--- src/rtl/sram_pkg.sv ---
// Shared definitions for the SRAM burst master.
// Holds the controller state encoding and the default address, data and
// burst-length widths used by sram_master and sram_burst_cnt.
package sram_pkg;

  localparam int ADDR_W_DEF = 8;
  localparam int DATA_W_DEF = 8;
  localparam int LEN_W_DEF  = 4;

  typedef enum logic [1:0] {
    IDLE  = 2'd0,
    WRITE = 2'd1,
    READ  = 2'd2
  } state_e;

endpackage

--- src/rtl/sram_burst_cnt.sv ---
// Burst address / beat counter.
// Ports:
//   clk, rst_n   clock, asynchronous active-low reset
//   load_i       capture addr_ld_i / len_ld_i (start of a burst)
//   step_i       one beat completed: advance address, count beats down
//   addr_ld_i    burst start address
//   len_ld_i     beats minus one
//   addr_o       current beat address (wraps modulo 2^ADDR_W)
//   last_o       current beat is the final one of the burst
module sram_burst_cnt #(
  parameter int ADDR_W = 8,
  parameter int LEN_W  = 4
) (
  input  logic              clk,
  input  logic              rst_n,
  input  logic              load_i,
  input  logic              step_i,
  input  logic [ADDR_W-1:0] addr_ld_i,
  input  logic [LEN_W-1:0]  len_ld_i,
  output logic [ADDR_W-1:0] addr_o,
  output logic              last_o
);

  logic [ADDR_W-1:0] addr_q, addr_d;
  logic [LEN_W-1:0]  beat_q, beat_d;

  always_comb begin
    addr_d = addr_q;
    beat_d = beat_q;
    if (load_i) begin
      addr_d = addr_ld_i;
      beat_d = len_ld_i;
    end else if (step_i) begin
      // Natural overflow of the ADDR_W-bit add gives the required wrap.
      addr_d = addr_q + ADDR_W'(1);
      beat_d = beat_q - LEN_W'(1);
    end
  end

  always_ff @(posedge clk or negedge rst_n) begin
    if (!rst_n) begin
      addr_q <= '0;
      beat_q <= '0;
    end else begin
      addr_q <= addr_d;
      beat_q <= beat_d;
    end
  end

  assign addr_o = addr_q;
  assign last_o = (beat_q == '0);

endmodule

--- src/rtl/sram_master.sv ---
// SRAM burst master.
// Accepts a burst request (address, length, direction) and drives a
// synchronous SRAM one beat per cycle. Write beats are paced by the
// wd_valid/wd_ready stream; read beats issue every cycle and their data
// returns one cycle later on rd_valid/rd_data.
// Ports:
//   clk, rst_n                      clock, asynchronous active-low reset
//   req_valid/req_ready             request handshake (ready only in IDLE)
//   req_we, req_addr, req_len       direction, start address, beats-1
//   wd_valid/wd_ready, wd_data      write data stream
//   rd_valid, rd_data               read data (no backpressure)
//   busy                            burst in progress
//   mem_cs/we/rd, mem_addr, mem_din SRAM command and write data
//   mem_dout                        SRAM registered read data
module sram_master
  import sram_pkg::*;
#(
  parameter int ADDR_W = ADDR_W_DEF,
  parameter int DATA_W = DATA_W_DEF,
  parameter int LEN_W  = LEN_W_DEF
) (
  input  logic              clk,
  input  logic              rst_n,
  input  logic              req_valid,
  output logic              req_ready,
  input  logic              req_we,
  input  logic [ADDR_W-1:0] req_addr,
  input  logic [LEN_W-1:0]  req_len,
  input  logic              wd_valid,
  output logic              wd_ready,
  input  logic [DATA_W-1:0] wd_data,
  output logic              rd_valid,
  output logic [DATA_W-1:0] rd_data,
  output logic              busy,
  output logic              mem_cs,
  output logic              mem_we,
  output logic              mem_rd,
  output logic [ADDR_W-1:0] mem_addr,
  output logic [DATA_W-1:0] mem_din,
  input  logic [DATA_W-1:0] mem_dout
);

  state_e            state_q, state_d;
  logic              rd_valid_q, rd_valid_d;
  logic              cnt_load, cnt_step, cnt_last;
  logic [ADDR_W-1:0] cnt_addr;

  sram_burst_cnt #(
    .ADDR_W (ADDR_W),
    .LEN_W  (LEN_W)
  ) u_cnt (
    .clk       (clk),
    .rst_n     (rst_n),
    .load_i    (cnt_load),
    .step_i    (cnt_step),
    .addr_ld_i (req_addr),
    .len_ld_i  (req_len),
    .addr_o    (cnt_addr),
    .last_o    (cnt_last)
  );

  always_comb begin
    state_d   = state_q;
    req_ready = 1'b0;
    wd_ready  = 1'b0;
    mem_cs    = 1'b0;
    mem_we    = 1'b0;
    mem_rd    = 1'b0;
    mem_addr  = '0;
    mem_din   = '0;
    cnt_load  = 1'b0;
    cnt_step  = 1'b0;
    unique case (state_q)
      IDLE: begin
        req_ready = 1'b1;
        if (req_valid) begin
          cnt_load = 1'b1;
          state_d  = req_we ? WRITE : READ;
        end
      end
      WRITE: begin
        wd_ready = 1'b1;
        // Without write data this is a stall cycle: SRAM idle, counters hold.
        if (wd_valid) begin
          mem_cs   = 1'b1;
          mem_we   = 1'b1;
          mem_addr = cnt_addr;
          mem_din  = wd_data;
          cnt_step = 1'b1;
          if (cnt_last) state_d = IDLE;
        end
      end
      READ: begin
        mem_cs   = 1'b1;
        mem_rd   = 1'b1;
        mem_addr = cnt_addr;
        cnt_step = 1'b1;
        if (cnt_last) state_d = IDLE;
      end
      default: state_d = IDLE;
    endcase
  end

  // SRAM returns read data one cycle after the beat, so valid follows READ by one.
  assign rd_valid_d = (state_q == READ);

  always_ff @(posedge clk or negedge rst_n) begin
    if (!rst_n) begin
      state_q    <= IDLE;
      rd_valid_q <= 1'b0;
    end else begin
      state_q    <= state_d;
      rd_valid_q <= rd_valid_d;
    end
  end

  assign busy     = (state_q != IDLE);
  assign rd_valid = rd_valid_q;
  assign rd_data  = rd_valid_q ? mem_dout : '0;

endmodule

--- config.mk ---
export PLATFORM = sky130hd
export DESIGN_NAME = sram_master
export DESIGN_NICKNAME = d
export VERILOG_FILES = /design/src/rtl/sram_pkg.sv /design/src/rtl/sram_burst_cnt.sv /design/src/rtl/sram_master.sv
export SDC_FILE = /design/constraint.sdc
export NUM_CORES = 1
export LEC_CHECK = 0
export ABC_AREA = 1
export CAP_MARGIN = 20
export CORE_ASPECT_RATIO = 1.1
export CORE_MARGIN = 5
export CORE_UTILIZATION = 40
export DETAILED_ROUTE_END_ITERATION = 10
export PLACE_DENSITY = 0.86
export SETUP_SLACK_MARGIN = 0.1
export SLEW_MARGIN = 20
export SYNTH_ARGS = -nofsm -noshare
export SYNTH_HDL_FRONTEND = slang
export SYNTH_SLANG_ARGS = --single-unit
--- constraint.sdc ---
create_clock -name clk -period 1.85 [get_ports clk]
set_input_delay 0.37 -clock clk [delete_from_list [all_inputs] [get_ports clk]]
set_output_delay 0.37 -clock clk [all_outputs]
set_load 0.005 [all_outputs]
==> results of run 1 <==
-- cell families after synthesis --
kind of cell	count (synthesis)
simple gates	108
buf+inv	45
compound gates	19
flops	15
fa+ha+maj	6
-- critical path, stage by stage, from the launching register on --
cell                      delay (ns)
sky130_fd_sc_hd__dfrtp_1        0.40
sky130_fd_sc_hd__inv_2          0.07
sky130_fd_sc_hd__buf_6          0.12
sky130_fd_sc_hd__ha_4           0.30
sky130_fd_sc_hd__buf_4          0.12
sky130_fd_sc_hd__inv_2          0.03
sky130_fd_sc_hd__a21oi_4        0.10
sky130_fd_sc_hd__buf_2          0.13
-- flip-flops by register name, summed over array words and instances (netlist names) --
name / flops
u_cnt.addr_o: 8
u_cnt.beat_q: 4
state_q: 2
rd_valid: 1
-- synth_stat cells --
| master | instances |
|---|---|
| sky130_fd_sc_hd__inv_1 | 37 |
| sky130_fd_sc_hd__or2_2 | 1 |
| sky130_fd_sc_hd__buf_6 | 4 |
| sky130_fd_sc_hd__nor2_1 | 35 |
| sky130_fd_sc_hd__o21ai_0 | 12 |
| sky130_fd_sc_hd__o211ai_2 | 2 |
| sky130_fd_sc_hd__o21ai_1 | 1 |
| sky130_fd_sc_hd__ha_1 | 6 |
| sky130_fd_sc_hd__dfrtp_1 | 15 |
| sky130_fd_sc_hd__o21ai_2 | 2 |
| sky130_fd_sc_hd__or2_0 | 1 |
| sky130_fd_sc_hd__nand3_1 | 12 |
| sky130_fd_sc_hd__a21oi_1 | 1 |
| sky130_fd_sc_hd__clkbuf_1 | 1 |
| sky130_fd_sc_hd__nor2_2 | 1 |
| sky130_fd_sc_hd__or2_1 | 1 |
| sky130_fd_sc_hd__clkinv_8 | 1 |
| sky130_fd_sc_hd__nand2_1 | 50 |
| sky130_fd_sc_hd__nand4_1 | 1 |
| sky130_fd_sc_hd__nand2_2 | 5 |
| sky130_fd_sc_hd__a21oi_4 | 1 |
| sky130_fd_sc_hd__nand2_4 | 1 |
| sky130_fd_sc_hd__inv_2 | 2 |
-- stage by stage --
step | power [mW] | setup TNS [ns] | instances | hold slack, ns
floorplan | 1.632 | 0 | 193 | 0.07441
global placement | 2.218 | -3.876 | 296 | 0.4846
detailed placement | 2.257 | -4.147 | 296 | 0.4917
CTS | 2.506 | -1.253 | 302 | 0.3911
global route | 2.912 | -1.481 | 308 | 0.4193
finish | 2.654 | -0.5666 | 308 | 0.4076
-- routing by layer --
layer / vias to the layer above / GRT usage / routed length, um
met5: - / 0 / 0
met4: 0 / 0.04244 / 37
met3: 4 / 0.02463 / 178
met2: 41 / 0.3128 / 1836
met1: 639 / 0.1890 / 1581
li1: 742 / - / -
-- cell type report --
cell class | instances | area, um^2
Fill cell | 262 | 968.4
Timing Repair Buffer | 82 | 723.2
Multi-Input combinational cell | 133 | 721.9
Sequential cell | 15 | 376.6
Inverter | 40 | 162.7
Tap cell | 34 | 42.54
Clock buffer | 4 | 26.28
-- power by group through the flow --
| stage | registers (mW) | clock network (mW) | logic (mW) |
|---|---|---|---|
| 6_report | 0.636 | 0.191 | 1.83 |
| 4_1_cts | 0.630 | 0.210 | 1.67 |
| 3_5_place_dp | 0.631 | 0 | 1.63 |
| 3_3_place_gp | 0.626 | 0 | 1.59 |
| 2_1_floorplan | 0.593 | 0 | 1.04 |
| 5_1_grt | 0.662 | 0.207 | 2.04 |
-- worst max path at each step --
| stage | startpoint | endpoint | cells past startpoint |
|---|---|---|---|
| 3_5_place_dp | wd_valid | mem_addr[3] | 6 |
| 5_1_grt | state_q[0] | mem_addr[3] | 7 |
| 6_report | state_q[0] | mem_cs | 7 |
| 2_1_floorplan | state_q[1] | mem_addr[1] | 7 |
| 3_3_place_gp | wd_valid | mem_addr[7] | 6 |
| 4_1_cts | state_q[1] | mem_addr[3] | 7 |
-- repair_timing --
item	4_1_cts	5_1_grt
pin swaps	7	3
setup endpoints to repair	30	21
gates cloned	0	0
buffers inserted	2	6
endpoints found under the hold margin	0	0
gates resized for setup	58	23
==> impl_metrics.xml, run 1 <==
<?xml version="1.0" encoding="UTF-8"?>
<metrics>
  <group name="grt">
    <metric name="grt_first_pass_wirelength" unit="um">5747</metric>
    <metric name="grt_antenna_before_repair" unit="">0</metric>
    <metric name="via_count_of_the_first_global_routing_pass" unit="">1326</metric>
    <metric name="grt_usage" unit="">0.1630</metric>
    <metric name="grt-ovfl-total" unit="">0</metric>
    <metric name="grt_start_max_net_pins" unit="">16</metric>
  </group>
  <group name="synthesis">
    <metric name="yosys.area_share.xor_xnor" unit="">0</metric>
    <metric name="ys_seq_area_frac" unit="">0.3018</metric>
    <metric name="synthesized_area" unit="um^2">1244</metric>
    <metric name="synth-seq-cells" unit="">15</metric>
    <metric name="yosys.area.top_type_share" unit="">0.3018</metric>
    <metric name="synth-adder-area-share" unit="">0.06036</metric>
    <metric name="syn_avg_cell_area" unit="um^2">6.444</metric>
    <metric name="post_synth_mux_area_share" unit="">0</metric>
    <metric name="synthTopCellsByArea" unit="">sky130_fd_sc_hd__dfrtp_1 (30%), sky130_fd_sc_hd__nand2_1 (15%), sky130_fd_sc_hd__inv_1 (11%), sky130_fd_sc_hd__nor2_1 (11%), sky130_fd_sc_hd__ha_1 (6.0%)</metric>
    <metric name="syn_inst" unit="">193</metric>
    <metric name="synth_top_family_by_area" unit="">simple AND/OR/NAND/NOR gates</metric>
    <metric name="synth_warnings" unit="">0</metric>
    <metric name="yosys.area.top_type" unit="">sky130_fd_sc_hd__dfrtp_1</metric>
    <metric name="syn_nets" unit="">232</metric>
    <metric name="synth_cell_types" unit="">23</metric>
    <metric name="synthSimpleGateAreaFrac" unit="">0.3642</metric>
    <metric name="synth_compound_area_frac" unit="">0.1036</metric>
  </group>
  <group name="clock_tree">
    <metric name="cts_buffer_depth" unit="">2</metric>
    <metric name="htree_num_levels" unit="">1</metric>
    <metric name="clock_latency_reported_for_the_late_side_of_the_worst_skew_pair" unit="ns">0.28</metric>
    <metric name="clock_tree_from_tritoncts" unit="">done</metric>
    <metric name="cts_hold_repair.buffers" unit="">0</metric>
    <metric name="clk_transition_reported_paths" unit="ns">0.09</metric>
    <metric name="ctsRootBufferMaster" unit="">sky130_fd_sc_hd__clkbuf_4</metric>
    <metric name="cts_sinks" unit="">15</metric>
    <metric name="cts_buffers" unit="">3</metric>
  </group>
  <group name="pwr">
    <metric name="switching_share" unit="">0.4538</metric>
    <metric name="p_leak" unit="nW">1.178</metric>
    <metric name="power.share.sequential" unit="">0.240</metric>
    <metric name="vdd_ir_drop_max" unit="mV">1.030</metric>
    <metric name="power_density" unit="nW/um^2">1293</metric>
    <metric name="power_frac_comb" unit="">0.689</metric>
    <metric name="cellInternalPower" unit="mW">1.450</metric>
    <metric name="clockPowerShare" unit="">0.072</metric>
    <metric name="total_switching_power" unit="mW">1.204</metric>
  </group>
  <group name="floorplan">
    <metric name="row_count" unit="">21</metric>
    <metric name="fp.dieW" unit="um">63.17</metric>
    <metric name="fp.coreArea" unit="um^2">3022</metric>
    <metric name="io_pins" unit="">64</metric>
    <metric name="start_util" unit="">0.4116</metric>
    <metric name="design.die.area" unit="um^2">4326</metric>
    <metric name="die_h" unit="um">68.48</metric>
  </group>
  <group name="critical_path">
    <metric name="critical_path.reg2reg.startpoint" unit="">state_q[0]</metric>
    <metric name="rrSetupSlack" unit="ns">0.16</metric>
    <metric name="setup.worst_path.end_class" unit="">output port</metric>
    <metric name="critical_r2r_capture" unit="">u_cnt.beat_q[2]</metric>
    <metric name="timing.critical_path.from_type" unit="">register</metric>
    <metric name="worstSetupPathType" unit="">reg -&gt; out</metric>
    <metric name="reg2regPathDepth" unit="">10</metric>
    <metric name="cp_max_fo" unit="">4</metric>
    <metric name="crit_required" unit="ns">1.48</metric>
    <metric name="critPathArrivalTime" unit="ns">1.55</metric>
  </group>
  <group name="sta">
    <metric name="transition_time_at_the_pin_with_the_least_slew_margin" unit="ns">0.2534</metric>
    <metric name="setup_repair_after_global_routing_missed_its_margin" unit="">true</metric>
    <metric name="max_freq" unit="MHz">522.0</metric>
    <metric name="period_needed" unit="ns">1.916</metric>
    <metric name="final.period_utilization" unit="">1.035</metric>
    <metric name="max_slew_margin" unit="">0.8305</metric>
    <metric name="final.setup_skew" unit="ns">0.004196</metric>
    <metric name="report.final.slew_viol_count" unit="">0</metric>
    <metric name="hold_viol" unit="">0</metric>
    <metric name="post-route-worst-setup-slack" unit="ns">-0.06559</metric>
    <metric name="finalSetupViolCount" unit="">15</metric>
  </group>
  <group name="routing">
    <metric name="dr_total_vias" unit="">1426</metric>
    <metric name="route.antenna.remaining_nets" unit="">0</metric>
    <metric name="drt_first_pass_iters" unit="">4</metric>
    <metric name="dr.first_iter.drc_count" unit="">26</metric>
    <metric name="post-route-drc-count" unit="">0</metric>
    <metric name="wire_per_inst" unit="um">11.80</metric>
    <metric name="routed_wirelength" unit="um">3633</metric>
    <metric name="vias_per_cell" unit="">4.630</metric>
  </group>
  <group name="place">
    <metric name="gp_congestion" unit="">0.8149</metric>
    <metric name="detailed_place.area" unit="um^2">1951</metric>
    <metric name="preCtsSetupSlack" unit="ns">-0.2892</metric>
    <metric name="numPortBuffers" unit="">63</metric>
    <metric name="detailedPlacementHpwl" unit="um">2682</metric>
  </group>
  <group name="layout">
    <metric name="layout_commonest_cell" unit="">sky130_fd_sc_hd__nand2_1</metric>
    <metric name="syn_to_final_growth" unit="%">65.09</metric>
    <metric name="insertedDiodeCount" unit="">0</metric>
    <metric name="mostFrequentLayoutCells" unit="">sky130_fd_sc_hd__nand2_1 (50), sky130_fd_sc_hd__nor2_1 (34), sky130_fd_sc_hd__inv_1 (33), sky130_fd_sc_hd__clkdlybuf4s50_1 (33), sky130_fd_sc_hd__dlygate4sd2_1 (16)</metric>
    <metric name="share_of_cells_above_drive_strength_1" unit="">0.2190</metric>
    <metric name="final_area" unit="um^2">2053</metric>
    <metric name="design.final.nets" unit="">314</metric>
    <metric name="utilization" unit="">0.6795</metric>
  </group>
  <group name="outcome">
    <metric name="violations" unit="">negative setup slack</metric>
    <metric name="status" unit="">finished, violations left</metric>
  </group>
  <group name="job">
    <metric name="count_of_maximum_capacitance_violations" unit="">0</metric>
  </group>
  <group name="hold_path">
    <metric name="hold_path.class" unit="">in -&gt; async</metric>
  </group>
</metrics>
Note: power is estimated with default switching activity, not from simulation.
==> run 2: changes to the inputs <==
--- a/config.mk
+++ b/config.mk
@@ -9,11 +9,13 @@
 export CAP_MARGIN = 20
 export CORE_ASPECT_RATIO = 1.1
 export CORE_MARGIN = 5
-export CORE_UTILIZATION = 40
+export CORE_UTILIZATION = 38
+export CTS_CLUSTER_SIZE = 14
 export DETAILED_ROUTE_END_ITERATION = 10
-export PLACE_DENSITY = 0.86
+export PLACE_DENSITY = 0.85
 export SETUP_SLACK_MARGIN = 0.1
 export SLEW_MARGIN = 20
 export SYNTH_ARGS = -nofsm -noshare
 export SYNTH_HDL_FRONTEND = slang
+export SYNTH_HIERARCHICAL = 1
 export SYNTH_SLANG_ARGS = --single-unit
==> run 2 against run 1 <==
Net effect:
- cell count down 8.1%
- global-route usage up 1.2 points
- via count down 5.0%
- combinational power down 5%
- core utilization up 4.3 points
- sequential power up 7.5%
- the run still ends with negative setup slack left
- register-to-register slack worse by 0.05 ns
- largest cell class is now multi-input combinational cells
- critical endpoint is now mem_addr[1]
- worst hold slack worse by 0.031 ns
- synthesized cell count down 14%
- die area down 3.8%
==> impl_metrics.xml, run 2 <==
<?xml version="1.0" encoding="UTF-8"?>
<metrics>
  <group name="clock_tree">
    <metric name="clk_transition_reported_paths" unit="ns">0.10</metric>
    <metric name="clock_tree_from_tritoncts" unit="">done</metric>
    <metric name="cts_buffers" unit="">3</metric>
    <metric name="htree_num_levels" unit="">1</metric>
    <metric name="ctsRootBufferMaster" unit="">sky130_fd_sc_hd__clkbuf_4</metric>
    <metric name="cts_sinks" unit="">15</metric>
    <metric name="clock_latency_reported_for_the_late_side_of_the_worst_skew_pair" unit="ns">0.29</metric>
    <metric name="cts_buffer_depth" unit="">2</metric>
  </group>
  <group name="floorplan">
    <metric name="row_count" unit="">20</metric>
    <metric name="start_util" unit="">0.4027</metric>
    <metric name="io_pins" unit="">64</metric>
    <metric name="die_h" unit="um">67.16</metric>
    <metric name="fp.coreArea" unit="um^2">2803</metric>
    <metric name="fp.dieW" unit="um">61.96</metric>
    <metric name="design.die.area" unit="um^2">4161</metric>
  </group>
  <group name="synthesis">
    <metric name="synth_warnings" unit="">6</metric>
    <metric name="postSynth.asyncResetShare" unit="">1.000</metric>
    <metric name="synthesized_area" unit="um^2">1129</metric>
    <metric name="post-synth-top-count-cell" unit="">sky130_fd_sc_hd__nand2_1</metric>
    <metric name="yosys.area.top_type_share" unit="">0.3326</metric>
    <metric name="synth-seq-cells" unit="">15</metric>
    <metric name="synthTopCellsByArea" unit="">sky130_fd_sc_hd__dfrtp_1 (33%), sky130_fd_sc_hd__nand2_1 (14%), sky130_fd_sc_hd__inv_1 (13%), sky130_fd_sc_hd__nor2_1 (7.3%), sky130_fd_sc_hd__ha_1 (6.7%)</metric>
    <metric name="edff_count_synth" unit="">0</metric>
    <metric name="synth_top_cells_by_count" unit="">sky130_fd_sc_hd__nand2_1 (41), sky130_fd_sc_hd__inv_1 (38), sky130_fd_sc_hd__nor2_1 (22), sky130_fd_sc_hd__dfrtp_1 (15), sky130_fd_sc_hd__nand3_1 (9)</metric>
    <metric name="syn_nets" unit="">205</metric>
    <metric name="dominantRegCellSynth" unit="">sky130_fd_sc_hd__dfrtp_1</metric>
    <metric name="synth_cell_types" unit="">25</metric>
    <metric name="ys_seq_area_frac" unit="">0.3326</metric>
    <metric name="syn_inst" unit="">166</metric>
    <metric name="syn_avg_cell_area" unit="um^2">6.799</metric>
    <metric name="yosys.area.top_type" unit="">sky130_fd_sc_hd__dfrtp_1</metric>
  </group>
  <group name="pwr">
    <metric name="clockPowerShare" unit="">0.074</metric>
    <metric name="power_frac_comb" unit="">0.665</metric>
    <metric name="cellInternalPower" unit="mW">1.464</metric>
    <metric name="power_density" unit="nW/um^2">1293</metric>
    <metric name="total_switching_power" unit="mW">1.156</metric>
    <metric name="p_total" unit="mW">2.620</metric>
    <metric name="power.share.sequential" unit="">0.261</metric>
    <metric name="vdd_ir_drop_max" unit="mV">0.9349</metric>
    <metric name="p_leak" unit="nW">1.102</metric>
    <metric name="switching_share" unit="">0.4412</metric>
  </group>
  <group name="sta">
    <metric name="max_freq" unit="MHz">504.8</metric>
    <metric name="post-route-worst-setup-slack" unit="ns">-0.1308</metric>
    <metric name="period_needed" unit="ns">1.981</metric>
    <metric name="max_slew_margin" unit="">0.8428</metric>
    <metric name="report.final.slew_viol_count" unit="">0</metric>
    <metric name="finalSetupViolCount" unit="">17</metric>
    <metric name="final.period_utilization" unit="">1.071</metric>
    <metric name="setup_repair_after_global_routing_missed_its_margin" unit="">true</metric>
    <metric name="final.setup_skew" unit="ns">0.007159</metric>
    <metric name="transition_time_at_the_pin_with_the_least_slew_margin" unit="ns">0.2349</metric>
    <metric name="timing.setup.tns" unit="ns">-0.9729</metric>
    <metric name="timing.hold.ws" unit="ns">0.3761</metric>
    <metric name="hold_viol" unit="">0</metric>
  </group>
  <group name="place">
    <metric name="numPortBuffers" unit="">63</metric>
    <metric name="detailedPlacementHpwl" unit="um">2482</metric>
    <metric name="detailed_place.area" unit="um^2">1856</metric>
    <metric name="preCtsSetupSlack" unit="ns">-0.2821</metric>
    <metric name="gp_congestion" unit="">0.7903</metric>
  </group>
  <group name="routing">
    <metric name="dr_total_vias" unit="">1354</metric>
    <metric name="route.antenna.remaining_nets" unit="">0</metric>
    <metric name="wire_per_inst" unit="um">13.13</metric>
    <metric name="drt_first_pass_iters" unit="">4</metric>
    <metric name="routed_wirelength" unit="um">3715</metric>
    <metric name="dr.first_iter.drc_count" unit="">36</metric>
    <metric name="vias_per_cell" unit="">4.784</metric>
    <metric name="post-route-drc-count" unit="">0</metric>
  </group>
  <group name="grt">
    <metric name="grt_start_max_net_pins" unit="">16</metric>
    <metric name="grt_usage" unit="">0.1749</metric>
    <metric name="via_count_of_the_first_global_routing_pass" unit="">1249</metric>
    <metric name="grt_first_pass_wirelength" unit="um">5423</metric>
    <metric name="grt_antenna_before_repair" unit="">0</metric>
    <metric name="grt-ovfl-total" unit="">0</metric>
  </group>
  <group name="critical_path">
    <metric name="reg2regPathDepth" unit="">11</metric>
    <metric name="setup.worst_path.end_class" unit="">output port</metric>
    <metric name="critPathArrivalTime" unit="ns">1.61</metric>
    <metric name="critical_r2r_capture" unit="">u_cnt/beat_q[3]</metric>
    <metric name="crit_required" unit="ns">1.48</metric>
    <metric name="startpoint" unit="">state_q[0]</metric>
    <metric name="timing.critical_path.from_type" unit="">register</metric>
    <metric name="worstSetupPathType" unit="">reg -&gt; out</metric>
    <metric name="path_delay_family" unit="">buffers and inverters</metric>
    <metric name="timing.critical_path.mode_cell" unit="">sky130_fd_sc_hd__buf_6</metric>
    <metric name="critical_path.n_buffers_inverters" unit="">4</metric>
    <metric name="cp_slowest_cell" unit="">sky130_fd_sc_hd__dfrtp_1</metric>
    <metric name="cp_slowest_stage_delay" unit="ns">0.41</metric>
    <metric name="crit_path_cell_trace" unit="">buf_6 &gt; ha_4 &gt; nand2_4 &gt; inv_4 &gt; o21ai_4 &gt; buf_6 &gt; nor2_2 &gt; buf_2</metric>
    <metric name="critical_path.reg2reg.startpoint" unit="">state_q[1]</metric>
    <metric name="rrSetupSlack" unit="ns">0.11</metric>
    <metric name="cp_max_fo" unit="">5</metric>
  </group>
  <group name="layout">
    <metric name="mostFrequentLayoutCells" unit="">sky130_fd_sc_hd__nand2_1 (41), sky130_fd_sc_hd__inv_1 (34), sky130_fd_sc_hd__clkdlybuf4s50_1 (33)</metric>
    <metric name="largest_reg_flops" unit="">8</metric>
    <metric name="final_area" unit="um^2">2026</metric>
    <metric name="layout_commonest_cell" unit="">sky130_fd_sc_hd__nand2_1</metric>
    <metric name="insertedDiodeCount" unit="">0</metric>
    <metric name="syn_to_final_growth" unit="%">79.49</metric>
    <metric name="share_of_cells_above_drive_strength_1" unit="">0.3080</metric>
    <metric name="design.final.nets" unit="">290</metric>
    <metric name="layout.filler_cells" unit="">222</metric>
  </group>
  <group name="job">
    <metric name="count_of_maximum_capacitance_violations" unit="">0</metric>
  </group>
  <group name="hold_path">
    <metric name="hold_path.class" unit="">in -&gt; async</metric>
  </group>
  <group name="outcome">
    <metric name="violations" unit="">negative setup slack</metric>
    <metric name="status" unit="">finished, violations left</metric>
  </group>
</metrics>
## run 2: cell types whose count changed in the layout (fill, tap and decap cells not counted), moves of 6 or more
cell / previous run / this run
sky130_fd_sc_hd__nor2_1: 34 / 13
sky130_fd_sc_hd__nand2_1: 50 / 41
sky130_fd_sc_hd__nor2_2: 2 / 8
sky130_fd_sc_hd__buf_2: 6 / 16
sky130_fd_sc_hd__o21ai_0: 12 / 0
sky130_fd_sc_hd__a22oi_2: 0 / 8
## run 2: power by group through the flow
stage               Sequential (mW)  Combinational, mW  Clock (mW)
global route                  0.717               1.91       0.216
CTS                           0.666               1.47       0.207
floorplan                     0.619              0.808           0
finish                        0.684               1.74       0.193
global placement              0.665               1.35           0
detailed placement            0.668               1.39           0
## run 2: what timing repair did
| action | in CTS | in global routing |
|---|---|---|
| hold buffers | 0 | 0 |
| gates resized for setup | 94 | 39 |
| setup buffers | 7 | 2 |
| pin swaps | 7 | 4 |
| setup endpoints to repair | 30 | 31 |
| cloned | 0 | 1 |
## run 2: layout make-up
cell class	instances	area, um^2	area share
clock inverter	1	5.005	0.002471
sequential	15	376.6	0.1859
multi-input combinational	108	714.4	0.3527
timing repair buffer	83	713.2	0.3521
inverter	40	152.6	0.07536
clock buffer	3	22.52	0.01112
tap	33	41.29	0.02038
## run 2: through the flow
stage,instances,utilization
2_1_floorplan,166,-
3_3_place_gp,269,0.6621
3_5_place_dp,269,0.6621
4_1_cts,280,0.6848
5_1_grt,283,0.7228
6_report,283,0.7228
## run 2: routing by layer
metal  vias to the layer above  part of all wire  global-route usage
met5                         -                 0                   0
met4                         0             0.014             0.06897
met3                         6             0.078             0.05163
met2                        51              0.54              0.3044
met1                       624              0.37              0.1948
li1                        673                 -                   -
## run 2: worst max-delay path by stage
stage	end	slack (ns)	cells past startpoint
after floorplan	mem_addr[6]	0.29	5
after global placement	mem_addr[6]	-0.26	5
final	mem_addr[1]	-0.13	8
after detailed placement	mem_addr[6]	-0.28	5
after global routing	mem_addr[1]	-0.21	8
after CTS	mem_addr[4]	-0.15	8
## run 2: kinds of logic (layout without fill, tap and decap cells)
family / Yosys count / after routing / share of synthesized area
fa+ha+maj: 6 / 6 / 0.06652
xor+xnor: 4 / 4 / 0.03104
compound gates: 20 / 20 / 0.1319
buf+inv: 43 / 127 / 0.1508
flops: 15 / 15 / 0.3326
simple gates: 78 / 78 / 0.2871
==> run 3: changes to the inputs <==
--- a/config.mk
+++ b/config.mk
@@ -6,7 +6,7 @@
 export NUM_CORES = 1
 export LEC_CHECK = 0
 export ABC_AREA = 1
-export CAP_MARGIN = 20
+export CAP_MARGIN = 5
 export CORE_ASPECT_RATIO = 1.1
 export CORE_MARGIN = 5
 export CORE_UTILIZATION = 38
==> results of run 3 <==
Final layout, timing and power as in run 2 (identical DEF).
